--- config.mk ---
export PLATFORM = sky130hd
export DESIGN_NAME = alu_mc
export DESIGN_NICKNAME = d
export VERILOG_FILES = /design/src/rtl/alu_pkg.sv /design/src/rtl/alu_muldiv_iter.sv /design/src/rtl/alu_mc.sv
export SDC_FILE = /design/constraint.sdc
export NUM_CORES = 1
export LEC_CHECK = 0
export ABC_AREA = 1
export BUFFER_PORTS_ARGS = -buffer_cell sky130_fd_sc_hd__buf_2
export CORE_AREA = 4 4 122 124
export DETAILED_ROUTE_END_ITERATION = 10
export DIE_AREA = 0 0 126 128
export PLACE_DENSITY_LB_ADDON = 0.05
export SLEW_MARGIN = 20
export SYNTH_ARGS = -nofsm -noshare
export SYNTH_HDL_FRONTEND = slang
export SYNTH_SLANG_ARGS = --single-unit
--- constraint.sdc ---
create_clock -name clk -period 3.9 [get_ports clk]
set_input_delay 0.78 -clock clk [delete_from_list [all_inputs] [get_ports clk]]
set_output_delay 0.78 -clock clk [all_outputs]
set_load 0.005 [all_outputs]
--- src/rtl/alu_pkg.sv ---
// Shared op codes, FSM state encoding and helpers for the handshaked multi-cycle ALU.
// Latency: n/a (definitions only).
// Backpressure: n/a (definitions only).
package alu_pkg;

  localparam logic [3:0] FN_ADD  = 4'd0;
  localparam logic [3:0] FN_SUB  = 4'd1;
  localparam logic [3:0] FN_AND  = 4'd2;
  localparam logic [3:0] FN_OR   = 4'd3;
  localparam logic [3:0] FN_XOR  = 4'd4;
  localparam logic [3:0] FN_NOR  = 4'd5;
  localparam logic [3:0] FN_SLT  = 4'd6;
  localparam logic [3:0] FN_BEQ  = 4'd7;
  localparam logic [3:0] FN_BNE  = 4'd8;
  localparam logic [3:0] FN_BLT  = 4'd9;
  localparam logic [3:0] FN_BGT  = 4'd10;
  localparam logic [3:0] FN_SLTU = 4'd11;
  localparam logic [3:0] FN_MUL  = 4'd12;
  localparam logic [3:0] FN_DIVU = 4'd13;
  localparam logic [3:0] FN_REMU = 4'd14;
  localparam logic [3:0] FN_BAD  = 4'hF;

  // Handshake FSM of the top level.
  typedef enum logic [1:0] {
    ST_IDLE = 2'd0,
    ST_BUSY = 2'd1,
    ST_DONE = 2'd2
  } state_t;

  // Operation selector for the iterative multiply/divide unit.
  typedef enum logic [1:0] {
    MD_MUL  = 2'd0,
    MD_DIVU = 2'd1,
    MD_REMU = 2'd2
  } md_op_t;

  // Op codes served by the iterative unit (may still complete in one cycle
  // when a divide sees a zero divisor).
  function automatic logic is_multicycle(input logic [3:0] fn);
    return (fn == FN_MUL) || (fn == FN_DIVU) || (fn == FN_REMU);
  endfunction

  // Maps an iterative op code onto the sub-unit selector.
  function automatic md_op_t to_md_op(input logic [3:0] fn);
    md_op_t op;
    op = MD_REMU;
    if (fn == FN_MUL) op = MD_MUL;
    else if (fn == FN_DIVU) op = MD_DIVU;
    return op;
  endfunction

endpackage

--- src/rtl/alu_muldiv_iter.sv ---
// Iterative unsigned multiply (shift-add, low WIDTH bits) and restoring divide, one bit per cycle.
// Latency: WIDTH cycles after start; done marks the cycle whose edge completes the final step.
// Backpressure: none; caller must not pulse start while busy.
//
// Ports: clk, rst_n (async active-low); start/op/a/b load a new operation;
//        busy high while iterating; done high during the last iteration step;
//        res is the final value, valid only while done is high.
module alu_muldiv_iter
  import alu_pkg::*;
#(
  parameter int WIDTH = 16
) (
  input  logic             clk,
  input  logic             rst_n,
  input  logic             start,
  input  md_op_t           op,
  input  logic [WIDTH-1:0] a,
  input  logic [WIDTH-1:0] b,
  output logic             busy,
  output logic             done,
  output logic [WIDTH-1:0] res
);

  localparam int CNT_W = $clog2(WIDTH + 1);

  // acc_q : product accumulator (MUL) or partial remainder (DIVU/REMU)
  // opa_q : multiplicand shifted left (MUL) or dividend/quotient shift register (DIV)
  // opb_q : multiplier shifted right (MUL) or the divisor (DIV)
  logic [WIDTH-1:0] acc_q, opa_q, opb_q;
  logic [WIDTH-1:0] acc_nx, opa_nx, opb_nx;
  logic [WIDTH:0]   rem_sh, diff;
  logic [CNT_W-1:0] cnt_q;
  logic             busy_q;
  md_op_t           op_q;

  always_comb begin
    acc_nx = acc_q;
    opa_nx = opa_q;
    opb_nx = opb_q;
    rem_sh = '0;
    diff   = '0;
    if (op_q == MD_MUL) begin
      acc_nx = acc_q + (opb_q[0] ? opa_q : '0);
      opa_nx = opa_q << 1;
      opb_nx = opb_q >> 1;
    end else begin
      // Bring the next dividend bit into the remainder and trial-subtract.
      // The extra top bit of diff is the borrow: set means "does not fit".
      rem_sh = {acc_q, opa_q[WIDTH-1]};
      diff   = rem_sh - {1'b0, opb_q};
      acc_nx = diff[WIDTH] ? rem_sh[WIDTH-1:0] : diff[WIDTH-1:0];
      opa_nx = {opa_q[WIDTH-2:0], ~diff[WIDTH]};
    end
  end

  assign busy = busy_q;
  assign done = busy_q && (cnt_q == '0);
  assign res  = (op_q == MD_DIVU) ? opa_nx : acc_nx;

  always_ff @(posedge clk or negedge rst_n) begin
    if (!rst_n) begin
      acc_q  <= '0;
      opa_q  <= '0;
      opb_q  <= '0;
      cnt_q  <= '0;
      busy_q <= 1'b0;
      op_q   <= MD_MUL;
    end else if (start) begin
      acc_q  <= '0;
      opa_q  <= a;
      opb_q  <= b;
      op_q   <= op;
      cnt_q  <= CNT_W'(WIDTH - 1);
      busy_q <= 1'b1;
    end else if (busy_q) begin
      acc_q <= acc_nx;
      opa_q <= opa_nx;
      opb_q <= opb_nx;
      if (cnt_q == '0) begin
        busy_q <= 1'b0;
      end else begin
        cnt_q <= cnt_q - 1'b1;
      end
    end
  end

endmodule

--- src/rtl/alu_mc.sv ---
// Handshaked EX-stage ALU: registered single-cycle ops plus iterative MUL/DIVU/REMU.
// Latency: 1 cycle for single-cycle ops and divide-by-zero, WIDTH+1 cycles for MUL/DIVU/REMU.
// Backpressure: result held in DONE until out_ready; in_ready only in IDLE (one bubble per op).
//
// Ports: clk, rst_n (async active-low); in_valid/in_ready + func/first_operand/second_operand
//        form the request; out_valid/out_ready + result/do_branch/bad_func form the response.
module alu_mc
  import alu_pkg::*;
#(
  parameter int WIDTH = 16
) (
  input  logic             clk,
  input  logic             rst_n,
  input  logic             in_valid,
  output logic             in_ready,
  input  logic [3:0]       func,
  input  logic [WIDTH-1:0] first_operand,
  input  logic [WIDTH-1:0] second_operand,
  output logic             out_valid,
  input  logic             out_ready,
  output logic [WIDTH-1:0] result,
  output logic             do_branch,
  output logic             bad_func
);

  state_t           state_q, state_d;
  logic             accept;
  logic             md_start, md_busy, md_done;
  logic [WIDTH-1:0] md_res;
  logic [WIDTH-1:0] sc_res;
  logic             sc_br, sc_bad;
  logic             lt_s, lt_u, eq;

  assign accept = in_valid && in_ready;

  // A divide by zero never enters the iterative unit; its fixed answer comes
  // from the single-cycle mux and it completes like any one-cycle op.
  assign md_start = accept && is_multicycle(func) &&
                    !((func != FN_MUL) && (second_operand == '0));

  // ---------------------------------------------------------------------------
  // Single-cycle operation mux
  // ---------------------------------------------------------------------------
  assign lt_s = $signed(first_operand) < $signed(second_operand);
  assign lt_u = first_operand < second_operand;
  assign eq   = first_operand == second_operand;

  always_comb begin
    sc_res = '0;
    sc_br  = 1'b0;
    sc_bad = 1'b0;
    unique case (func)
      FN_ADD:  sc_res = first_operand + second_operand;
      FN_SUB:  sc_res = first_operand - second_operand;
      FN_AND:  sc_res = first_operand & second_operand;
      FN_OR:   sc_res = first_operand | second_operand;
      FN_XOR:  sc_res = first_operand ^ second_operand;
      FN_NOR:  sc_res = ~(first_operand | second_operand);
      FN_SLT:  sc_res = {{(WIDTH-1){1'b0}}, lt_s};
      FN_SLTU: sc_res = {{(WIDTH-1){1'b0}}, lt_u};
      FN_BEQ:  sc_br  = eq;
      FN_BNE:  sc_br  = !eq;
      FN_BLT:  sc_br  = lt_s;
      FN_BGT:  sc_br  = !lt_s && !eq;
      FN_MUL:  sc_res = '0;
      // Only reach the output registers when the divisor is zero.
      FN_DIVU: sc_res = '1;
      FN_REMU: sc_res = first_operand;
      FN_BAD:  sc_bad = 1'b1;
      default: sc_bad = 1'b1;
    endcase
  end

  // ---------------------------------------------------------------------------
  // Iterative multiply / divide
  // ---------------------------------------------------------------------------
  alu_muldiv_iter #(
    .WIDTH (WIDTH)
  ) u_muldiv (
    .clk   (clk),
    .rst_n (rst_n),
    .start (md_start),
    .op    (to_md_op(func)),
    .a     (first_operand),
    .b     (second_operand),
    .busy  (md_busy),
    .done  (md_done),
    .res   (md_res)
  );

  // ---------------------------------------------------------------------------
  // Handshake FSM
  // ---------------------------------------------------------------------------
  always_ff @(posedge clk or negedge rst_n) begin
    if (!rst_n) begin
      state_q <= ST_IDLE;
    end else begin
      state_q <= state_d;
    end
  end

  always_comb begin
    state_d   = state_q;
    in_ready  = 1'b0;
    out_valid = 1'b0;
    unique case (state_q)
      ST_IDLE: begin
        // The iterative unit is idle whenever the FSM is; the extra term keeps
        // a stray busy unit from ever being handed a second operation.
        in_ready = !md_busy;
        if (accept) begin
          state_d = md_start ? ST_BUSY : ST_DONE;
        end
      end
      ST_BUSY: begin
        if (md_done) begin
          state_d = ST_DONE;
        end
      end
      ST_DONE: begin
        out_valid = 1'b1;
        if (out_ready) begin
          state_d = ST_IDLE;
        end
      end
      default: state_d = ST_IDLE;
    endcase
  end

  // ---------------------------------------------------------------------------
  // Output registers: loaded only on accept or on the last iteration, so they
  // hold their value through DONE and on into the following IDLE.
  // ---------------------------------------------------------------------------
  always_ff @(posedge clk or negedge rst_n) begin
    if (!rst_n) begin
      result    <= '0;
      do_branch <= 1'b0;
      bad_func  <= 1'b0;
    end else if (accept) begin
      do_branch <= sc_br;
      bad_func  <= sc_bad;
      if (!md_start) begin
        result <= sc_res;
      end
    end else if ((state_q == ST_BUSY) && md_done) begin
      result <= md_res;
    end
  end

endmodule

==> impl_metrics.json, run 1 <==
{
  "status": "completed",
  "vias": 9511,
  "skew_ps": 7.53,
  "ioPinCount": 60,
  "synth_simple_gate_area_share_pct": 34.4,
  "synthAdderAreaFrac_pct": 13.2,
  "synth.avg_cell_area_sq_um": 6.31,
  "worstSkewPairLatency_ps": 340,
  "totalWireLength_um": 27800,
  "power_density_nw_per_um2": 760,
  "critPathArrivalTime_ps": 3230,
  "internal_power_w": 0.00339,
  "p_seq_share_pct": 21.5,
  "insertedDiodeCount": 0,
  "layoutNonFillerInstCount": 1591,
  "synth_edf_count": 0,
  "crit_type": "flop to flop",
  "tightest_slew_ps": 988,
  "grt_max_degree": 77,
  "synth_compound_area_share_pct": 18.0,
  "grt_overflow": 0,
  "htree_num_levels": 3,
  "setup_ws_ps": 886,
  "cp-end-kind": "flop",
  "max_stage_delay_ps": 730,
  "track_usage_pct": 34.4,
  "crit_required_ps": 4110,
  "combPwrFrac_pct": 64.6,
  "syn_area_sq_um": 8680,
  "cp_num_buf_inv": 1,
  "drt-initial-drc-count": 1030,
  "clkTransAtPathRegs_ps": 70,
  "place_ws_ps": 800,
  "ctsResizeCount": 0,
  "dp.cells": 1575,
  "cts_buffer_depth": 2,
  "irDropWorstVdd_v": 0.000288,
  "antenna_found_initial": 0,
  "grt_pass1_wl_um": 44900,
  "cts_tree": "done",
  "setup_viol": 0,
  "p_clk_share_pct": 13.9,
  "clock-root-buffer": "clkbuf_16",
  "p_sw_share_pct": 52.3,
  "p_sw_w": 0.00372,
  "fp.dieH_um": 128,
  "ys.flop_type": "dfrtp_1",
  "hp-class": "flop to flop",
  "layout.nets": 1535,
  "post-cts-setup-buffer-count": 0,
  "path_cells": "ha_1 > inv_1 > fa_1 > nand2_1 > nand2_1 > nand3_1 > nand2_2 > nand2_1 > nand3_1 > nand2_4 > nand2_1 > nand3_1 > nand2_1 > o21bai_1 > a21oi_1",
  "final.setup.tns_ps": 0,
  "fmax_ghz": 0.332,
  "portBuffers": 59,
  "synth-seq-cells": 76,
  "rsz0062_at_grt": "no",
  "syn_inst": 1375,
  "ctsHoldBuffers": 0,
  "yosys.cell_types.count": 51,
  "synth_xor_area_share_pct": 0.909,
  "cp_max_fo": 18,
  "die_w_um": 126,
  "route.detailed.drc": 0,
  "synthArstFlopShare_pct": 100,
  "fin_util_pct": 68.0,
  "cp_top_family": "simple AND/OR/NAND/NOR gates",
  "design_area_sq_um": 9370,
  "num_rows": 43,
  "relSlewSlack_pct": 34.2,
  "synth_warnings": 0,
  "initial_core_util_pct": 63.0,
  "maxCapViolCount": 0,
  "period_share_pct": 77.3,
  "muxShareOfSynthArea_pct": 0,
  "p_leak_nw": 5.16,
  "cts_made_buffers": 9,
  "crit_top_cell": "nand2_1",
  "core_sq_um": 13800,
  "reg2reg_slack_ps": 890,
  "hold_viol_final": 0,
  "critPathSlowestCell": "dfrtp_1",
  "post_drt_wl_per_cell_um": 17.5,
  "grt_pass1_vias": 8789,
  "gp_congestion": 1.02,
  "fin_crit_ps": 3010,
  "synth_top_family_by_area": "simple AND/OR/NAND/NOR gates",
  "placed_cell_area_sq_um": 9020,
  "seq_area_frac_synth_pct": 21.9,
  "drtPass1Iterations": 5,
  "drive_gt1_share_pct": 8.36,
  "vias_per_cell": 5.98,
  "start_kind": "flop",
  "area_delta_synth_final_pct": 7.99,
  "dieArea_sq_um": 16100,
  "synth_nets": 1504,
  "drv_slew": 0,
  "post-dp-hpwl_um": 21800,
  "detail-route-antenna-nets": 0,
  "cts.sinks": 76
}
## worst register-to-register path, delay by kind of cell (launching register included)
kind / cells / cell delay, ps
AO/OA/AOI/OAI: 2 / 330
adder cells (fa/ha/maj): 2 / 670
buffers and inverters: 1 / 70
flip-flops: 1 / 730
AND/OR/NAND/NOR: 10 / 1070
## synthesized netlist by cell type, drive strengths merged (2+ instances only)
cell type,n,area share [%]
or2,4,0.29
inv,205,8.9
o21bai,15,1.3
xnor2,8,0.81
nand4,22,1.6
nor3,19,1.2
a21oi,95,5.8
o221ai,9,0.91
a21o,6,0.52
buf,26,1.8
nand3b,7,0.61
nor2,108,4.9
clkinv,2,0.087
a211oi,2,0.17
nand2,367,16
o31ai,2,0.17
a221oi,15,1.5
o211ai,10,0.87
dfrtp,76,22
ha,85,12
nor4,2,0.14
a31oi,6,0.43
o21ai,96,5.5
nand3,151,9.0
o2111ai,3,0.30
clkbuf,20,0.89
o22ai,3,0.22
and2,2,0.14
fa,4,0.92
## stage by stage
| stage | hold slack (ps) | power, W |
|---|---|---|
| 2_1_floorplan | 472 | 0.00489 |
| 3_3_place_gp | 468 | 0.00595 |
| 3_5_place_dp | 479 | 0.00603 |
| 4_1_cts | 495 | 0.00706 |
| 5_1_grt | 531 | 0.00780 |
| 6_report | 494 | 0.00712 |
## path summary, 6_finish.rpt
check | end | from | cells after the start
max | result[4]$_DFFE_PN0P_ | u_muldiv.opb_q[0]$_DFFE_PN0P_ | 15
min | result[0]$_DFFE_PN0P_ | result[0]$_DFFE_PN0P_ | 2
max reg2reg | result[4]$_DFFE_PN0P_ | u_muldiv.opb_q[0]$_DFFE_PN0P_ | 15
min reg2reg | result[0]$_DFFE_PN0P_ | result[0]$_DFFE_PN0P_ | 2
max in group asynchronous | u_muldiv.cnt_q[0]$_DFFE_PN0P_ | rst_n | 1
min in group asynchronous | result[12]$_DFFE_PN0P_ | rst_n | 1
## state kept, by name, indices dropped and copies added (netlist names)
name / cells
u_muldiv.opb_q: 16
u_muldiv.op_q: 2
u_muldiv.busy: 1
state_q: 2
u_muldiv.cnt_q: 5
bad_func: 1
do_branch: 1
u_muldiv.acc_q: 16
result: 16
u_muldiv.opa_q: 16
## cell families after synthesis
group           after synthesis
compound gates              264
xor+xnor                      9
fa+ha+maj                    89
buf+inv                     253
flops                        76
simple gates                684
## area by class of cell
| type | instances | area [sq um] |
|---|---|---|
| Tap cell | 180 | 225 |
| Timing Repair Buffer | 66 | 350 |
| Multi-Input combinational cell | 1046 | 5770 |
| Clock buffer | 9 | 225 |
| Fill cell | 1330 | 4400 |
| Clock inverter | 7 | 123 |
| Sequential cell | 76 | 1900 |
| Inverter | 207 | 777 |
## power groups by stage
| stage | Sequential, W | Combinational [W] | Clock [W] |
|---|---|---|---|
| after floorplan | 0.00139 | 0.00350 | 0 |
| after global routing | 0.00156 | 0.00521 | 0.00103 |
| after detailed placement | 0.00152 | 0.00451 | 0 |
| final | 0.00153 | 0.00460 | 0.000990 |
| after CTS | 0.00151 | 0.00455 | 0.000993 |
| after global placement | 0.00151 | 0.00444 | 0 |
## placed cells by master, fill, tap and decap left out, types with 7 or more instances in the layout
cell type  Yosys  routed
buf_2         17      58
nand4_1       22      22
nor2_1       102     102
nand3b_1       7       7
a221oi_1      15      15
nand2_1      357     357
nand3_1      147     147
xnor2_1        8       8
o211ai_1      10      10
o21bai_1      14      14
ha_1          85      85
o221ai_1       9       9
inv_1        199     199
o21ai_0       94      94
nor3_1        18      18
clkbuf_16      0       9
buf_4          5       8
dfrtp_1       76      76
a21oi_1       90      90
## layer usage
layer  global-route usage (%)  vias up  share of wire (%)
li1                         -     4604                  -
met1                     45.8     4360                 42
met2                     57.9      472                 47
met3                     3.88       75                7.6
met4                     12.9        0                3.6
met5                        0        -                  0
No activity file was read; power rests on OpenSTA's default activity.
==> run 2: changes to the inputs <==
Settings changed: CORE_AREA 4 4 122 124 to 4 4 129 131, DIE_AREA 0 0 126 128 to 0 0 133 135.
Clock period 3.9 ns to 2.6 ns, I/O delays scaled along.
==> impl_metrics.json, run 2 (synthesized netlist as in run 1, its figures left out) <==
{
  "status": "completed",
  "p_seq_share_pct": 19.5,
  "clkTransAtPathRegs_ps": 60,
  "cts.sinks": 76,
  "htree_num_levels": 3,
  "start_kind": "flop",
  "clock-root-buffer": "clkbuf_16",
  "crit_required_ps": 2870,
  "combPwrFrac_pct": 67.8,
  "num_rows": 46,
  "period_share_pct": 94.0,
  "maxCapViolCount": 0,
  "cp_max_fo": 7,
  "power_density_nw_per_um2": 1130,
  "vias_per_cell": 5.70,
  "cp_num_buf_inv": 3,
  "core_sq_um": 15600,
  "drive_gt1_share_pct": 15.5,
  "post_drt_wl_per_cell_um": 17.4,
  "hp-class": "input port to asynchronous set/reset pin",
  "max_stage_delay_ps": 380,
  "met1_usage_pct": 42.6,
  "antenna_found_initial": 0,
  "fmax_ghz": 0.409,
  "critPathSlowestCell": "dfrtp_1",
  "grt_pass1_wl_um": 47900,
  "cts_tree": "done",
  "setup_viol": 0,
  "fp.dieH_um": 135,
  "path_cells": "inv_1 > ha_1 > inv_1 > fa_2 > nand2_1 > nand2_1 > nand3_2 > nand2_2 > nand2_4 > nand2_2 > nand2_4 > nand2_4 > buf_12 > nand3_1 > nand3_1 > nand3_1 > nand2_1 > a21oi_1",
  "die_w_um": 133,
  "skew_ps": 8.01,
  "post-dp-hpwl_um": 23900,
  "power_w": 0.0117,
  "final_cell_mix": "355 x nand2_1, 198 x inv_1, 143 x nand3_1",
  "cp-end-kind": "flop",
  "track_usage_pct": 33.2,
  "route.detailed.drc": 0,
  "cts_buffer_depth": 2,
  "area_delta_synth_final_pct": 19.0,
  "grt_max_degree": 48,
  "internal_power_w": 0.00571,
  "grt_pass1_vias": 9442,
  "p_clk_share_pct": 12.7,
  "layout.nets": 1637,
  "vias": 9857,
  "drv_slew": 0,
  "p_sw_w": 0.00597,
  "insertedDiodeCount": 0,
  "layout_commonest_cell": "nand2_1",
  "detail-route-antenna-nets": 0,
  "hold_viol_final": 0,
  "grt_overflow": 0,
  "relSlewSlack_pct": 65.8,
  "p_sw_share_pct": 51.1,
  "gp_congestion": 1.01,
  "drtPass1Iterations": 6,
  "dieArea_sq_um": 18000,
  "tightest_slew_ps": 513,
  "critPathArrivalTime_ps": 2710,
  "irDropWorstVdd_v": 0.000743,
  "ctsHoldBuffers": 0,
  "final.setup.tns_ps": 0,
  "ioPinCount": 60,
  "grtUsageMet3_pct": 5.33,
  "grt-busiest-layer": "met2",
  "p_leak_nw": 5.71,
  "fin_crit_ps": 2440,
  "cts_made_buffers": 9,
  "drt-initial-drc-count": 843,
  "crit_type": "flop to flop",
  "totalWireLength_um": 30200,
  "grt_use_met2_pct": 56.2,
  "worstSkewPairLatency_ps": 340,
  "portBuffers": 59,
  "fill_cells": 1522,
  "initial_core_util_pct": 55.6,
  "cp_top_family": "simple AND/OR/NAND/NOR gates"
}
==> run 2: layout make-up <==
class	count	area (sq um)	area share (%)
inverter	207	777	7.52
clock inverter	6	109	1.05
multi-input combinational	1048	5850	56.7
tap	216	270	2.62
timing repair buffer	166	1180	11.4
clock buffer	10	239	2.31
sequential	76	1900	18.4
==> run 2: power groups by stage <==
stage	clock, W	combinational (W)	sequential (W)
4_1_cts	0.00149	0.00728	0.00225
3_3_place_gp	0	0.00710	0.00226
5_1_grt	0.00154	0.00887	0.00233
6_report	0.00148	0.00792	0.00228
3_5_place_dp	0	0.00722	0.00226
2_1_floorplan	0	0.00525	0.00208
==> run 2: metrics by stage <==
| step | cell area [sq um] | hold slack [ps] | util [%] | std cells | setup WS, ps |
|---|---|---|---|---|---|
| after floorplan | 8680 | 224 | - | 1375 | 258 |
| after global placement | 9810 | 461 | 62.9 | 1702 | -84.2 |
| after detailed placement | 9810 | 466 | 62.9 | 1702 | -89.8 |
| after CTS | 10200 | 114 | 65.1 | 1718 | 68.8 |
| after global routing | 10300 | 130 | 66.2 | 1729 | -41.2 |
| final | 10300 | 105 | 66.2 | 1729 | 156 |
==> run 2: repair_timing <==
action                                  in CTS  in global routing
endpoints found under the setup margin       0                 26
resized for setup                            0                 22
setup buffers                                0                  9
==> run 2: worst reg2reg max path: stages (launching register included) <==
cell     delay [ps]
dfrtp_1         380
inv_1            80
ha_1            150
inv_1            70
fa_2            340
nand2_1          60
nand2_1         100
nand3_2          90
nand2_2          80
nand2_4          80
nand2_2          90
nand2_4         100
nand2_4         100
buf_12          150
nand3_1          70
nand3_1          80
nand3_1         120
nand2_1          80
a21oi_1         140
==> run 2: worst paths after layout <==
| path | start | endpoint | slack (ps) | depth (start not counted) |
|---|---|---|---|---|
| hold / removal | rst_n | u_muldiv.cnt_q[3]$_DFFE_PN0P_ | 100 | 1 |
| setup / recovery | u_muldiv.opa_q[15]$_DFFE_PN0P_ | result[13]$_DFFE_PN0P_ | 160 | 18 |
| setup reg to reg | u_muldiv.opa_q[15]$_DFFE_PN0P_ | result[13]$_DFFE_PN0P_ | 160 | 18 |
| hold reg to reg | bad_func$_DFFE_PN0P_ | bad_func$_DFFE_PN0P_ | 480 | 2 |
| min in group clk | out_ready | state_q[1]$_DFFE_PN0P_ | 440 | 4 |
| max in group asynchronous | rst_n | result[10]$_DFFE_PN0P_ | 1890 | 2 |
==> run 2: metal layers <==
metal,wire (um),up-vias
met5,0,-
met4,1100,0
met2,14300,418
met3,2210,85
met1,12600,4548
li1,-,4806
==> run 3: changes to the inputs <==
Settings changed: CAP_MARGIN set to 20, CELL_PAD_IN_SITES_DETAIL_PLACEMENT set to 1, CELL_PAD_IN_SITES_GLOBAL_PLACEMENT set to 1, CORE_AREA 4 4 129 131 to 4 4 153 155, DIE_AREA 0 0 133 135 to 0 0 157 159.
==> impl_metrics.json, run 3 (synthesized netlist as in run 1, its figures left out) <==
{
  "hp-class": "input port to asynchronous set/reset pin",
  "antenna_found_initial": 0,
  "post_drt_wl_per_cell_um": 19.1,
  "portBuffers": 59,
  "fp.dieH_um": 159,
  "layout_commonest_cell": "nand2_1",
  "period_share_pct": 94.6,
  "status": "completed",
  "fin_crit_ps": 2460,
  "drt-initial-drc-count": 527,
  "cp-end-kind": "flop",
  "ctsHoldBuffers": 0,
  "whs_ps": 134,
  "num_rows": 54,
  "post-dp-hpwl_um": 28600,
  "tightest_slew_ps": 504,
  "r2r_cells": 16,
  "dieArea_sq_um": 25000,
  "initial_core_util_pct": 39.8,
  "drive_gt1_share_pct": 17.1,
  "placed_cell_area_sq_um": 10200,
  "setup_viol": 0,
  "totalWireLength_um": 34900,
  "clock-root-buffer": "clkbuf_16",
  "cts.sinks": 76,
  "vias": 9850,
  "rsz0062_at_grt": "yes",
  "p_leak_nw": 5.82,
  "relSlewSlack_pct": 66.4,
  "cts_buffer_depth": 2,
  "grt_pass1_wl_um": 55400,
  "final_cell_mix": "353 x nand2_1, 199 x inv_1, 142 x nand3_1",
  "htree_num_levels": 3,
  "core_sq_um": 21800,
  "crit_type": "flop to flop",
  "final.setup.tns_ps": 0,
  "drv_slew": 0,
  "design_area_sq_um": 10600,
  "insertedDiodeCount": 0,
  "cts_tree": "done",
  "die_w_um": 157,
  "hold_viol_final": 0,
  "grt_pass1_vias": 10322,
  "cp_max_fo": 14,
  "maxCapViolCount": 0,
  "grt_overflow": 0,
  "crit_required_ps": 2870,
  "detail-route-antenna-nets": 0,
  "fmax_ghz": 0.406,
  "layout.nets": 1665,
  "worstSkewPairLatency_ps": 340,
  "power_density_nw_per_um2": 1120,
  "drtPass1Iterations": 5,
  "grt_max_degree": 46,
  "skew_ps": 10.1,
  "start_kind": "flop",
  "area_delta_synth_final_pct": 21.9,
  "ioPinCount": 60,
  "clkTransAtPathRegs_ps": 60,
  "vias_per_cell": 5.41,
  "cts_made_buffers": 9,
  "gp_congestion": 0.951,
  "irDropWorstVdd_v": 0.000461,
  "critPathArrivalTime_ps": 2730,
  "track_usage_pct": 27.7,
  "route.detailed.drc": 0,
  "power_w": 0.0118
}
==> run 3: cell types whose count changed in the layout (fill, tap and decap cells not counted), moves of 2 or more <==
cell / delta
nand2_4: -2
buf_12: -2
nand2_2: +2
nand2_1: -2
clkinv_2: -2
bufinv_16: -2
buf_4: +31
==> run 3: worst max-delay path, stage by stage, from the launching register on <==
cell	delay, ps
dfrtp_1	410
inv_1	70
ha_1	360
nand2_1	110
inv_1	70
nand2_1	70
nand2_1	100
a21oi_4	210
nand2_2	120
nand2_2	90
nand2_4	120
buf_4	170
nand2_1	50
nand3_1	120
nand3_2	110
nand2_1	60
a21oi_1	140
==> run 3: path summary, 6_finish.rpt <==
kind	startpoint	end	slack (ps)
max in group asynchronous	rst_n	u_muldiv.cnt_q[1]$_DFFE_PN0P_	1850
setup / recovery	u_muldiv.opb_q[10]$_DFFE_PN0P_	result[13]$_DFFE_PN0P_	140
hold reg to reg	do_branch$_DFFE_PN0P_	do_branch$_DFFE_PN0P_	480
setup reg to reg	u_muldiv.opb_q[10]$_DFFE_PN0P_	result[13]$_DFFE_PN0P_	140
min in group clk	out_ready	state_q[1]$_DFFE_PN0P_	440
hold / removal	rst_n	u_muldiv.opb_q[15]$_DFFE_PN0P_	130
==> run 3: layout make-up <==
class | instances | area [sq um]
fill | 2962 | 11200
multi-input combinational | 1047 | 5860
tap | 280 | 350
sequential | 76 | 1900
inverter | 207 | 777
timing repair buffer | 195 | 1370
clock buffer | 12 | 256
clock inverter | 4 | 55.1
==> run 3: where the power goes <==
part / internal (W) / total [W] / switching [W]
logic: 0.00308 / 0.00817 / 0.00509
clock network: 0.000805 / 0.00137 / 0.000562
registers: 0.00174 / 0.00230 / 0.000562
==> run 3: repair_timing <==
action / 4_1_cts / 5_1_grt
setup buffers: 0 / 1
gates resized for setup: 0 / 23
setup endpoints to repair: 0 / 30
==> run 3: metal layers <==
metal	up-vias	part of all wire, %	GRT usage (%)
met2	166	49	47.6
met1	4765	45	36.5
met4	0	3.1	9.07
li1	4865	-	-
met3	54	2.9	2.47
met5	-	0	0
==> run 3: metrics by stage <==
stage / utilization, % / instances / setup WS (ps)
floorplan: - / 1375 / 258
detailed placement: 46.5 / 1803 / -101
CTS: 48.0 / 1819 / 27.7
finish: 48.5 / 1821 / 139
global placement: 46.5 / 1803 / -27.0
global route: 48.5 / 1821 / -52.8
